===== src/rtl/uart_char_receiver.sv =====
// 8N1 UART receiver: synchronises RX, samples each bit at mid-bit and
// presents good bytes on char with a newChar strobe; bad stop bits pulse frameError.
module uart_char_receiver #(
    parameter int CLKS_PER_BIT = 104,
    parameter int SYNC_STAGES  = 2
) (
    input  logic       clk,
    input  logic       rst,
    input  logic       UART_RX,
    output logic [7:0] char,
    output logic       newChar,
    output logic       frameError,
    output logic       busy
);

    localparam int CW   = $clog2(CLKS_PER_BIT);
    localparam int HALF = CLKS_PER_BIT / 2;
    localparam logic [CW-1:0] HALF_M1 = CW'(HALF - 1);
    localparam logic [CW-1:0] BIT_M1  = CW'(CLKS_PER_BIT - 1);

    typedef enum logic [2:0] {
        IDLE,
        START,
        DATA,
        STOP,
        BREAK
    } state_t;

    logic [SYNC_STAGES-1:0] sync_q;
    logic                   rx_s;

    state_t        state_q, state_d;
    logic [CW-1:0] cyc_q, cyc_d;
    logic [2:0]    bit_q, bit_d;
    logic [7:0]    shift_q, shift_d;
    logic [7:0]    char_q, char_d;
    logic          new_q, new_d;
    logic          ferr_q, ferr_d;

    assign rx_s = sync_q[SYNC_STAGES-1];

    always_ff @(posedge clk or posedge rst) begin
        if (rst) begin
            sync_q  <= '1;
            state_q <= IDLE;
            cyc_q   <= '0;
            bit_q   <= '0;
            shift_q <= '0;
            char_q  <= '0;
            new_q   <= 1'b0;
            ferr_q  <= 1'b0;
        end else begin
            sync_q  <= {sync_q[SYNC_STAGES-2:0], UART_RX};
            state_q <= state_d;
            cyc_q   <= cyc_d;
            bit_q   <= bit_d;
            shift_q <= shift_d;
            char_q  <= char_d;
            new_q   <= new_d;
            ferr_q  <= ferr_d;
        end
    end

    always_comb begin
        state_d = state_q;
        cyc_d   = cyc_q;
        bit_d   = bit_q;
        shift_d = shift_q;
        char_d  = char_q;
        new_d   = 1'b0;
        ferr_d  = 1'b0;
        unique case (state_q)
            IDLE: begin
                if (!rx_s) begin
                    state_d = START;
                    cyc_d   = '0;
                end
            end
            START: begin
                if (cyc_q == HALF_M1) begin
                    cyc_d = '0;
                    bit_d = '0;
                    state_d = rx_s ? IDLE : DATA;
                end else begin
                    cyc_d = cyc_q + CW'(1);
                end
            end
            DATA: begin
                if (cyc_q == BIT_M1) begin
                    shift_d[bit_q] = rx_s;
                    cyc_d = '0;
                    if (bit_q == 3'd7) begin
                        state_d = STOP;
                    end else begin
                        bit_d = bit_q + 3'd1;
                    end
                end else begin
                    cyc_d = cyc_q + CW'(1);
                end
            end
            STOP: begin
                if (cyc_q == BIT_M1) begin
                    cyc_d = '0;
                    if (rx_s) begin
                        char_d  = shift_q;
                        new_d   = 1'b1;
                        state_d = IDLE;
                    end else begin
                        ferr_d  = 1'b1;
                        state_d = BREAK;
                    end
                end else begin
                    cyc_d = cyc_q + CW'(1);
                end
            end
            BREAK: begin
                // Wait out a held-low line so it cannot re-trigger a frame
                if (rx_s) begin
                    state_d = IDLE;
                end
            end
            default: state_d = IDLE;
        endcase
    end

    assign char       = char_q;
    assign newChar    = new_q;
    assign frameError = ferr_q;
    // Busy also covers the strobe cycle, so a frame reads busy until its byte lands
    assign busy       = (state_q != IDLE) || new_q;

endmodule


===== config.mk =====
export PLATFORM = sky130hd
export DESIGN_NAME = uart_char_receiver
export DESIGN_NICKNAME = d
export VERILOG_FILES = /design/src/rtl/uart_char_receiver.sv
export SDC_FILE = /design/constraint.sdc
export NUM_CORES = 1
export LEC_CHECK = 0
export CORE_MARGIN = 1
export CORE_UTILIZATION = 56
export DETAILED_ROUTE_END_ITERATION = 8
export GPL_TIMING_DRIVEN = 0
export MAX_ROUTING_LAYER = met4
export PLACE_DENSITY_LB_ADDON = 0.15
export SLEW_MARGIN = 0
export SYNTH_ARGS = -nofsm -noshare
export SYNTH_HDL_FRONTEND = slang
export SYNTH_SLANG_ARGS = --single-unit
export TNS_END_PERCENT = 10

===== constraint.sdc =====
create_clock -name clk -period 2.8 [get_ports clk]
set_clock_uncertainty 0.1 [all_clocks]
set_input_delay 0.7 -clock clk [delete_from_list [all_inputs] [get_ports clk]]
set_output_delay 0.7 -clock clk [all_outputs]
set_load 0.01 [all_outputs]

# After elaboration in Yosys (flattened, before gate mapping)
# Cells that the tools add are included.
totals:
  register_bits: 33
  in_bits: 3
  out_inout_bits: 11
  word_cells: 64
op_classes:
  add_sub_neg: 2
  order_cmp: 2
  n_eq_ne: 14
  muxes: 26
  reduce_logical: 12
ops:
  columns: ["cell", "n"]
  rows:
  - ["$mux W3", 10]
  - ["$mux W7", 3]
  - ["$pmux W7 S3", 1]
  - ["$pmux W3 S5", 1]
  - ["$ne A2 B2 Y1 const B", 7]
  - ["$bwmux W8", 1]
  - ["$add A7 B1 Y7 const B", 1]
  - ["$eq A7 B6 Y1 const B", 1]
  - ["$eq A7 B7 Y1 const B", 1]
  - ["$mux W1", 7]
  - ["$eq A3 B2 Y1 const B", 2]
  - ["$eq A3 B3 Y1 const B", 2]
  - ["$pmux W3 S2", 1]
  - ["$reduce_and A6 Y1", 1]
  - ["$reduce_bool A3 Y1", 2]
  - ["$lt A3 B4 Y1 const B", 1]
  - ["$reduce_and A2 Y1", 2]
  - ["$reduce_and A4 Y1", 1]
  - ["$add A3 B1 Y3 const B", 1]
  - ["$demux W1 S3", 1]
  - ["$eq A3 B1 Y1 const B", 1]
  - ["$ge A3 B1 Y1 const B", 1]
  - ["$logic_not A3 Y1", 1]
  - ["$reduce_and A3 Y1", 1]
  - ["5 further kinds", 5]

# Longest topological paths before layout
# Gate-level depths: netlist (run 1).
depth:
  ltp_word: 5
  mapped_depth: 6
  ltp_nobuf: 5

# Worst setup path before layout (run 1)
# Ideal clock, no wire load.
synth_path:
  path_type: "reg2reg"
  startpoint: "register cyc_q[0]"
  endpoint: "register char_q[0] (netlist: char[0])"
  setup_ps: 125
  arrival_time_ps: 2046
  required_time_ps: 2575
  setup_slack_ps: 529
  path_stages_with_launch: 7
  n_path_buf: 1
  synth_period_minus_slack_ps: 2271
  path_cell_list: "dfrtp_1 ha_1 nand4b_1 or3b_4 or4b_4 buf_6 mux2_4"
synth_between:
  elab_chain_cells: 2
synth_lines:
  columns: ["item", "line", "source"]
  rows:
  - ["start: declaration", "33", "logic [CW-1:0] cyc_q, cyc_d;"]
  - ["start signal: assignment", "55", "cyc_q <= cyc_d;"]
  - ["$eq A7 B7 Y1", "102", "if (cyc_q == BIT_M1) begin"]
  - ["$reduce_and A3 Y1 (no source line)", null, null]
  - ["end signal: assignment", "58", "char_q <= char_d;"]
  - ["end: declaration", "36", "logic [7:0] char_q, char_d;"]
# Every way passes these cells.
# A chain may end at the register's enable or synchronous reset.

# Final worst setup path (run 1)
layout_path:
  startpoint: "register state_q[0]"
  endpoint: "output port busy"
layout_between:
  elab_chain_cells: 2
layout_lines:
  columns: ["item", "line", "source"]
  rows:
  - ["start: declaration", "32", "state_t state_q, state_d;"]
  - ["start signal: assignment", "54", "state_q <= state_d;"]
  - ["$reduce_bool A3 Y1", "130", "assign busy = (state_q != IDLE) || new_q;"]
  - ["$logic_or A1 B1 Y1", "130", null]
  - ["end: declaration", "13", "output logic busy"]
# Every way passes these cells.

==> results of run 1 <==
## through the flow
stage	hold slack (ns)	std cells	setup WS, ns	power [mW]
finish	0.266	195	0.231	0.868
global placement	0.246	187	0.404	0.504
floorplan	0.245	143	0.529	0.498
CTS	0.267	195	0.114	0.874
detailed placement	0.252	187	0.401	0.505
global route	0.271	195	0.0723	0.905
## flip-flops by register name, indices dropped and copies added (netlist names)
register and cells:
char 8, shift_q 8, cyc_q 7, bit_q 3, state_q 3, sync_q 2, frameError 1, newChar 1
## worst reg2reg max path, stage by stage, from the launching register on
cell,delay [ns]
dfrtp_1,0.40
ha_1,0.24
nand4b_1,0.14
or3b_4,0.42
or4b_4,0.52
buf_6,0.17
mux2_4,0.30
## final cells by class
class	count	area [um2]	area share, %
plain buffers	6	31.3	1.65
inverters	6	22.5	1.19
well taps	31	38.8	2.05
multi-input cells	97	727	38.5
clock inverters	1	30.0	1.59
clock buffers	7	55.1	2.91
repair buffers	14	158	8.34
flip-flops and latches	33	828	43.8
## timing repair
action	4_1_cts	5_1_grt
hold endpoints to repair	0	0
setup endpoints to repair	0	1
gates resized for setup	0	2
## cells in the final DEF (no fill, tap or decap), types with 3 or more instances in the layout
cell / count
inv_1: 5
nor3b_1: 3
xnor2_1: 4
nand4b_1: 3
clkdlybuf4s50_1: 13
a21oi_1: 3
mux2_4: 8
ha_1: 3
mux2i_1: 3
dfrtp_1: 31
or3_1: 3
nor2_1: 18
mux2_2: 9
nor4_1: 6
nand4_1: 3
clkbuf_4: 5
nand2b_1: 4
clkbuf_1: 5
nand2_1: 9
## per-layer routing
layer  share of wire [%]  global-route usage, %  up-vias  wire length, um
met3                 4.1                   6.74        9              120
met5                   0                      -        -                0
met2                  47                   31.5       23             1360
met1                  47                   30.1      541             1360
li1                    -                      -      546                -
met4                 2.2                   11.8        0               65
## report_power, final
group          internal (mW)  switching (mW)  total, mW
clock network          0.213           0.155      0.368
logic                0.00735          0.0119     0.0193
registers              0.479         0.00142      0.480
## worst paths after layout
check                           start          to  slack, ns  depth (start not counted)
min in group asynchronous         rst  state_q[0]       0.52                          2
max in group asynchronous         rst    cyc_q[6]       1.65                          3
max                        state_q[0]        busy       0.23                          4
min                         sync_q[0]   sync_q[1]       0.27                          0
min reg2reg                 sync_q[0]   sync_q[1]       0.27                          0
max reg2reg                  cyc_q[0]     char[4]       0.39                          6
## cell families after synthesis
group	Yosys count	share of synthesized area [%]
simple gates	57	19.3
flops	33	51.4
mux	20	15.6
compound gates	13	5.67
buf+inv	13	3.49
xor+xnor	4	2.17
fa+ha+maj	3	2.33
==> run_results.csv, run 1 <==
group,metric,value,unit
floorplanning,start_util,58.9,%
floorplanning,die_w,55.6,um
place,io_buffers,13,
clocking,cts_tree,"done",
power,power_per_cell_area,459,mW/mm2
clocking,cts.sink_count,33,
power,peakVddDrop,0.432,mV
clocking,postCtsSetupBuffers,0,
outcome,status,"finished clean",
global_route,grtUsageTotal,22.7,%
finish,num_antenna_cells,0,
clocking,path_clk_slew,0.10,ns
floorplanning,core,0.00273,mm2
setup_path,crit_path_max_incr_delay,0.53,ns
clocking,htreeDepth,2,
finish,fin_util,69.2,%
synthesis,yosys.area.top_type,"dfrtp_1",
synthesis,netlist_area,0.00161,mm2
synthesis,yosysTopAreaCellShare,48.1,%
power,p_leak,0.861,nW
synthesis,postSynthCellCount,143,
place,dp_hpwl,2030,um
setup_path,worst-path-buf-inv,2,
finish,drive_gt1_share,20.1,%
synthesis,netlist_top_cells_area,"dfrtp_1 (48%), mux2_4 (7.5%), mux2_2 (6.3%)",
setup_path,cp-end-kind,"output port",
sta,setup_viol,0,
synthesis,syn_nets,149,
synthesis,synth_async_sr_flop_share,100,%
clocking,root_buffer,"clkbuf_4",
clocking,holdBufCountCts,0,
floorplanning,num_io_pins,14,
global_route,grt_pass1_vias,1115,
sta,tns,0,ns
detailed_routing,dr.pass1.iters,4,
synthesis,synthDistinctLibCells,35,
detailed_routing,drtIter0Drc,29,
setup_path,crit_path_cell_trace,"clkbuf_1 -> nor2_1 -> nand2_1 -> clkdlybuf4s50_1",
detailed_routing,wl_per_cell,14.9,um
detailed_routing,vias,1119,
job,cap_violations,0,
synthesis,yosys_register_bits,33,
clocking,clock_latency,0.34,ns
synthesis,yosys-top-cells-count,"dfrtp_1 (31), nor2_1 (18), mux2_2 (9), nand2_1 (9), mux2_4 (8)",
sta,rsz0062_at_grt,"false",
synthesis,ys.flop_type,"dfrtp_1",
synthesis,yosysSeqAreaShare,51.4,%
synthesis,syn_area_per_cell,11.3,um2
global_route,grt_pass1_wl,5200,um
sta,min_period,2.57,ns
finish,nFillCells,213,
sta,hold_viol,0,
setup_path,start_kind,"flip-flop",
synthesis,synth.most_common_cell,"dfrtp_1",
sta,fmax,389,MHz
global_route,antenna_found_initial,0,
floorplanning,dieArea,0.00310,mm2
place,detailed_place.area,0.00178,mm2
finish,finalInstanceArea,0.00189,mm2
synthesis,ys_warn_count,0,
global_route,grt_max_degree,34,
setup_path,critPathSlowestCell,"clkdlybuf4s50_1",
clocking,cts_buffer_depth,2,
detailed_routing,postRouteAntennaNets,0,
finish,area_growth,17.3,%
sta,maxSlewHeadroom,60.4,%
setup_path,crit_type,"reg2out",
place,gp_congestion,0.846,
floorplanning,num_rows,19,
sta,fin_crit_sh,91.7,%
detailed_routing,drc,0,
setup_path,crit_required,2.00,ns
finish,nets,169,
setup_path,critical-path-top-delay-family,"buffers and inverters",
sta,worstMarginPinSlew,0.592,ns
worst_hold_path,hp-class,"reg2reg",
detailed_routing,drt-total-wl,2910,um
floorplanning,die_h,55.6,um
setup_path,cp_max_fo,10,
setup_path,worstPathArrival,1.77,ns
synthesis,synth_edf_count,0,
sta,finalMaxSlewViolations,0,
global_route,grt.overflow.total,0,
clocking,cts_buffers,5,
detailed_routing,viasPerCell,5.74,
Power figures use the tool's default switching activity.
==> inputs of run 2 (changes only) <==
--- a/config.mk
+++ b/config.mk
@@ -6,12 +6,13 @@
 export NUM_CORES = 1
 export LEC_CHECK = 0
 export CORE_MARGIN = 1
-export CORE_UTILIZATION = 56
+export CORE_UTILIZATION = 61
 export DETAILED_ROUTE_END_ITERATION = 8
+export DONT_BUFFER_PORTS = 1
 export GPL_TIMING_DRIVEN = 0
 export MAX_ROUTING_LAYER = met4
 export PLACE_DENSITY_LB_ADDON = 0.15
-export SLEW_MARGIN = 0
+export SLEW_MARGIN = 20
 export SYNTH_ARGS = -nofsm -noshare
 export SYNTH_HDL_FRONTEND = slang
 export SYNTH_SLANG_ARGS = --single-unit
==> run_results.csv, run 2 (synthesis results as in run 1) <==
group,metric,value,unit
detailed_routing,vias,1088,
finish,num_antenna_cells,0,
clocking,postCtsSetupBuffers,0,
clocking,cts_resized,0,
clocking,cts_buffer_depth,2,
clocking,htreeDepth,2,
sta,tns,0,ns
floorplanning,num_io_pins,14,
floorplanning,die_w,53.4,um
global_route,grt.overflow.total,0,
finish,nFillCells,188,
global_route,grt_pass1_wl,4840,um
setup_path,cp-end-kind,"flip-flop",
floorplanning,dieArea,0.00285,mm2
floorplanning,num_rows,18,
setup_path,start_kind,"flip-flop",
power,power_per_cell_area,432,mW/mm2
clocking,cts.sink_count,33,
outcome,status,"finished clean",
clocking,cts_tree,"done",
floorplanning,core,0.00248,mm2
global_route,antenna_found_initial,0,
global_route,grt_pass1_vias,1069,
setup_path,crit_path_max_incr_delay,0.52,ns
sta,finalMaxSlewViolations,0,
clocking,cts_buffers,5,
power,total_power,0.734,mW
sta,fin_crit_sh,89.1,%
setup_path,worstPathArrival,2.60,ns
clocking,clock_latency,0.32,ns
setup_path,crit_type,"reg2reg",
detailed_routing,drt-total-wl,2830,um
detailed_routing,drtIter0Drc,19,
detailed_routing,wl_per_cell,15.6,um
power,p_leak,0.789,nW
place,dp_hpwl,2010,um
clocking,path_clk_slew,0.09,ns
setup_path,crit_required,2.91,ns
detailed_routing,drc,0,
job,cap_violations,0,
finish,nets,156,
finish,drive_gt1_share,21.2,%
detailed_routing,postRouteAntennaNets,0,
power,peakVddDrop,0.415,mV
sta,setup_viol,0,
place,gp_congestion,0.854,
sta,maxSlewHeadroom,56.0,%
worst_hold_path,hp-class,"in2async",
finish,fin_util,68.6,%
clocking,root_buffer,"clkbuf_4",
finish,layout_common_cells,"dfrtp_1 (31), nor2_1 (18), nand2_1 (9), mux2_2 (9), mux2_4 (8)",
sta,holdWs,0.245,ns
global_route,grtUsageTotal,25.8,%
global_route,grt_max_degree,34,
sta,hold_viol,0,
finish,area_growth,5.51,%
finish,final_common_cell,"dfrtp_1",
sta,min_period,2.49,ns
detailed_routing,viasPerCell,6.01,
setup_path,critPathSlowestCell,"or4b_4",
detailed_routing,dr.pass1.iters,4,
setup_path,cp_max_fo,9,
clocking,holdBufCountCts,0,
floorplanning,die_h,53.4,um
sta,worstMarginPinSlew,0.660,ns
place,io_buffers,0,
setup_path,crit_path_cell_trace,"ha_1 -> nand4b_1 -> or3b_4 -> or4b_4 -> buf_6 -> mux2_4",
floorplanning,start_util,65.1,%
sta,fmax,401,MHz
sta,rsz0062_at_grt,"false",
run 2: cell types whose count changed in the layout (fill, tap and decap cells not counted), sizes merged:
cell           before  now
clkdlybuf4s50      13    0
inv                 5    6
bufinv              1    0
buf                 2    1
clkinv              1    2
run 2: path summary, 6_finish.rpt:
check	cells after the start	slack, ns	endpoint	startpoint
setup / recovery	6	0.31	char[5]	cyc_q[0]
hold / removal	1	0.24	shift_q[7]	rst
setup reg to reg	6	0.31	char[5]	cyc_q[0]
hold reg to reg	0	0.26	sync_q[1]	sync_q[0]
max in group asynchronous	1	1.93	cyc_q[0]	rst
min in group clk	0	0.26	sync_q[1]	sync_q[0]
run 2: cell type report:
class | instances | area, um2 | share of cell area (%)
flip-flops and latches | 33 | 828 | 48.7
multi-input cells | 97 | 727 | 42.8
clock buffers | 6 | 41.3 | 2.43
well taps | 30 | 37.5 | 2.21
plain buffers | 7 | 33.8 | 1.99
inverters | 6 | 22.5 | 1.32
clock inverters | 2 | 10.0 | 0.589
run 2: critical path, delay by kind of cell (launching register included):
family / cells / cell delay [ns]
adder cells (fa/ha/maj): 1 / 0.28
buffers and inverters: 1 / 0.17
flip-flops: 1 / 0.41
multiplexers: 1 / 0.31
AND/OR/NAND/NOR: 3 / 1.11
run 2: through the flow:
| step | cell area (um2) | cells | setup WS [ns] |
|---|---|---|---|
| 6_report | 1700 | 181 | 0.306 |
| 5_1_grt | 1700 | 181 | 0.196 |
| 4_1_cts | 1700 | 181 | 0.323 |
| 3_5_place_dp | 1650 | 173 | 0.355 |
| 3_3_place_gp | 1650 | 173 | 0.406 |
| 2_1_floorplan | 1610 | 143 | 0.529 |
run 2: report_power, final:
| part | switching (mW) | internal (mW) |
|---|---|---|
| clock network | 0.147 | 0.0955 |
| registers | 0.00111 | 0.479 |
| logic | 0.0106 | 0.00112 |
| total | 0.159 | 0.575 |
run 2: routing by layer:
layer / share of wire [%] / routed length [um] / vias to the layer above / GRT usage [%]
met5: 0 / 0 / - / -
met4: 1.4 / 40 / 0 / 10.5
met3: 4.6 / 129 / 7 / 9.20
met2: 47 / 1340 / 29 / 35.4
met1: 47 / 1320 / 530 / 34.3
li1: - / - / 522 / -
==> inputs of run 3 (changes only) <==
--- a/config.mk
+++ b/config.mk
@@ -6,12 +6,11 @@
 export NUM_CORES = 1
 export LEC_CHECK = 0
 export CORE_MARGIN = 1
-export CORE_UTILIZATION = 61
+export CORE_UTILIZATION = 66
 export DETAILED_ROUTE_END_ITERATION = 8
 export DONT_BUFFER_PORTS = 1
 export GPL_TIMING_DRIVEN = 0
-export MAX_ROUTING_LAYER = met4
-export PLACE_DENSITY_LB_ADDON = 0.15
+export PLACE_DENSITY = 0.82
 export SLEW_MARGIN = 20
 export SYNTH_ARGS = -nofsm -noshare
 export SYNTH_HDL_FRONTEND = slang
==> constraint.sdc (replaced) <==
create_clock -name clk -period 3.2 [get_ports clk]
set_clock_uncertainty 0.1 [all_clocks]
set_input_delay 0.8 -clock clk [delete_from_list [all_inputs] [get_ports clk]]
set_output_delay 0.8 -clock clk [all_outputs]
set_load 0.01 [all_outputs]
==> run_results.csv, run 3 (synthesis results as in run 1) <==
group,metric,value,unit
outcome,status,"finished clean",
setup_path,crit_required,3.34,ns
power,swShare,22.3,%
sta,finalMaxSlewViolations,0,
global_route,grt.overflow.total,0,
floorplanning,die_h,51.4,um
finish,multi_input_area,727,um2
place,io_buffers,0,
setup_path,start_kind,"flip-flop",
sta,maxSlewHeadroom,54.7,%
floorplanning,die_w,51.4,um
global_route,grt_pass1_vias,1182,
setup_path,r2r-end,"shift_q[6]",
global_route,grt_pass1_wl,5200,um
finish,layout_common_cells,"dfrtp_1 (31), nor2_1 (18), nand2_1 (9), mux2_2 (9)",
finish,nets,156,
global_route,grt_max_degree,34,
finish,final_common_cell,"dfrtp_1",
finish,nFillCells,156,
clocking,path_clk_slew,0.10,ns
detailed_routing,drt-total-wl,3100,um
setup_path,cp.depth,6,
detailed_routing,wl_per_cell,17.3,um
detailed_routing,dr.pass1.iters,6,
power,power_per_cell_area,383,mW/mm2
worst_hold_path,hp-class,"reg2reg",
power,p_leak,0.787,nW
sta,tns,0,ns
detailed_routing,drtIter0Drc,24,
clocking,htreeDepth,2,
place,dp_hpwl,2150,um
detailed_routing,postRouteAntennaNets,0,
setup_path,r2r_start,"cyc_q[0]",
sta,setup_viol,0,
floorplanning,dieArea,0.00264,mm2
setup_path,worstPathArrival,2.59,ns
setup_path,crit_path_max_incr_delay,0.42,ns
global_route,grtUsageTotal,28.0,%
finish,ff_latch_area,828,um2
clocking,root_buffer,"clkbuf_4",
clocking,cts_buffers,5,
setup_path,crit_end,"shift_q[6]",
detailed_routing,vias,1117,
power,pwr-share-seq,64.6,%
sta,hold_viol,0,
finish,drive_gt1_share,20.5,%
place,dp.cells,171,
floorplanning,start_util,71.5,%
power,switching_power,0.145,mW
detailed_routing,viasPerCell,6.24,
setup_path,cp-end-kind,"flip-flop",
setup_path,reg2reg_depth,6,
setup_path,critPathSlowestCell,"or3b_4",
power,share_comb_of_total_power,1.6,%
setup_path,critical-path-top-delay-family,"simple AND/OR/NAND/NOR gates",
setup_path,timing.reg2reg.setup_slack,0.74,ns
power,internal_power,0.505,mW
setup_path,worst-path-buf-inv,1,
job,cap_violations,0,
clocking,cts_tree,"done",
setup_path,cp_max_fo,10,
clocking,postCtsSetupBuffers,0,
detailed_routing,drc,0,
power,pwr-share-clk,33.8,%
finish,final_cell_count_no_fill,179,
sta,rsz0062_at_grt,"false",
setup_path,crit_path_cell_trace,"ha_1 -> nand4b_1 -> or3b_4 -> clkbuf_1 -> nor4_1 -> mux2_2",
place,gp_congestion,0.849,
setup_path,crit_type,"reg2reg",
setup_path,crit_path_start,"cyc_q[0]",
sta,min_period,2.46,ns
global_route,antenna_found_initial,0,
sta,worstMarginPinSlew,0.678,ns
clocking,cts.sink_count,33,
clocking,clock_latency,0.34,ns
sta,holdWs,0.261,ns
power,total_power,0.650,mW
floorplanning,num_rows,17,
clocking,cts_resized,0,
finish,area_growth,5.28,%
sta,fin_crit_sh,76.7,%
clocking,holdBufCountCts,0,
floorplanning,num_io_pins,14,
floorplanning,core,0.00225,mm2
finish,num_antenna_cells,0,
sta,fmax,407,MHz
clocking,cts_buffer_depth,2,
power,peakVddDrop,0.294,mV
## run 3: cell types whose count changed in the layout (fill, tap and decap cells not counted)
cell,change
clkinv_2,-1
clkbuf_1,+1
## run 3: worst min path at each step
stage	start	end	slack, ns	cells after the start
2_1_floorplan	sync_q[0]	sync_q[1]	0.25	0
3_3_place_gp	sync_q[0]	sync_q[1]	0.25	0
3_5_place_dp	sync_q[0]	sync_q[1]	0.25	0
4_1_cts	sync_q[0]	sync_q[1]	0.26	0
5_1_grt	sync_q[0]	sync_q[1]	0.26	0
6_report	sync_q[0]	sync_q[1]	0.26	0
## run 3: worst register-to-register path, delay by kind of cell (launching register included)
family,cells,cell delay [ns]
AND/OR/NAND/NOR,3,0.98
multiplexers,1,0.38
buffers and inverters,1,0.23
adder cells (fa/ha/maj),1,0.26
flip-flops,1,0.40
## run 3: routing by layer
layer,GRT usage (%),share of wire [%],vias to the layer above,wire length (um)
met2,45.0,47,42,1460
met1,34.3,45,545,1390
met5,0,0,-,0
met4,16.7,2.7,0,85
met3,5.95,5.1,13,159
li1,-,-,517,-
## run 3: through the flow
stage	util [%]	setup WS [ns]	instance area [um2]
after detailed placement	73.0	0.772	1650
final	75.2	0.744	1700
after global routing	75.2	0.595	1700
after floorplan	-	0.929	1610
after CTS	75.2	0.764	1700
after global placement	73.0	0.806	1650
## run 3: area by class of cell
class                   count  area share [%]
clock inverters             1           0.295
multi-input cells          97            42.8
clock buffers               7            2.65
well taps                  28            2.06
inverters                   6            1.33
flip-flops and latches     33            48.8
plain buffers               7            1.99
## run 3: power groups by stage
| stage | clock, mW | sequential, mW | combinational (mW) |
|---|---|---|---|
| 2_1_floorplan | 0 | 0.428 | 0.00808 |
| 3_3_place_gp | 0 | 0.428 | 0.0109 |
| 3_5_place_dp | 0 | 0.428 | 0.0112 |
| 4_1_cts | 0.225 | 0.420 | 0.0111 |
| 5_1_grt | 0.236 | 0.420 | 0.0126 |
| 6_report | 0.220 | 0.420 | 0.0104 |
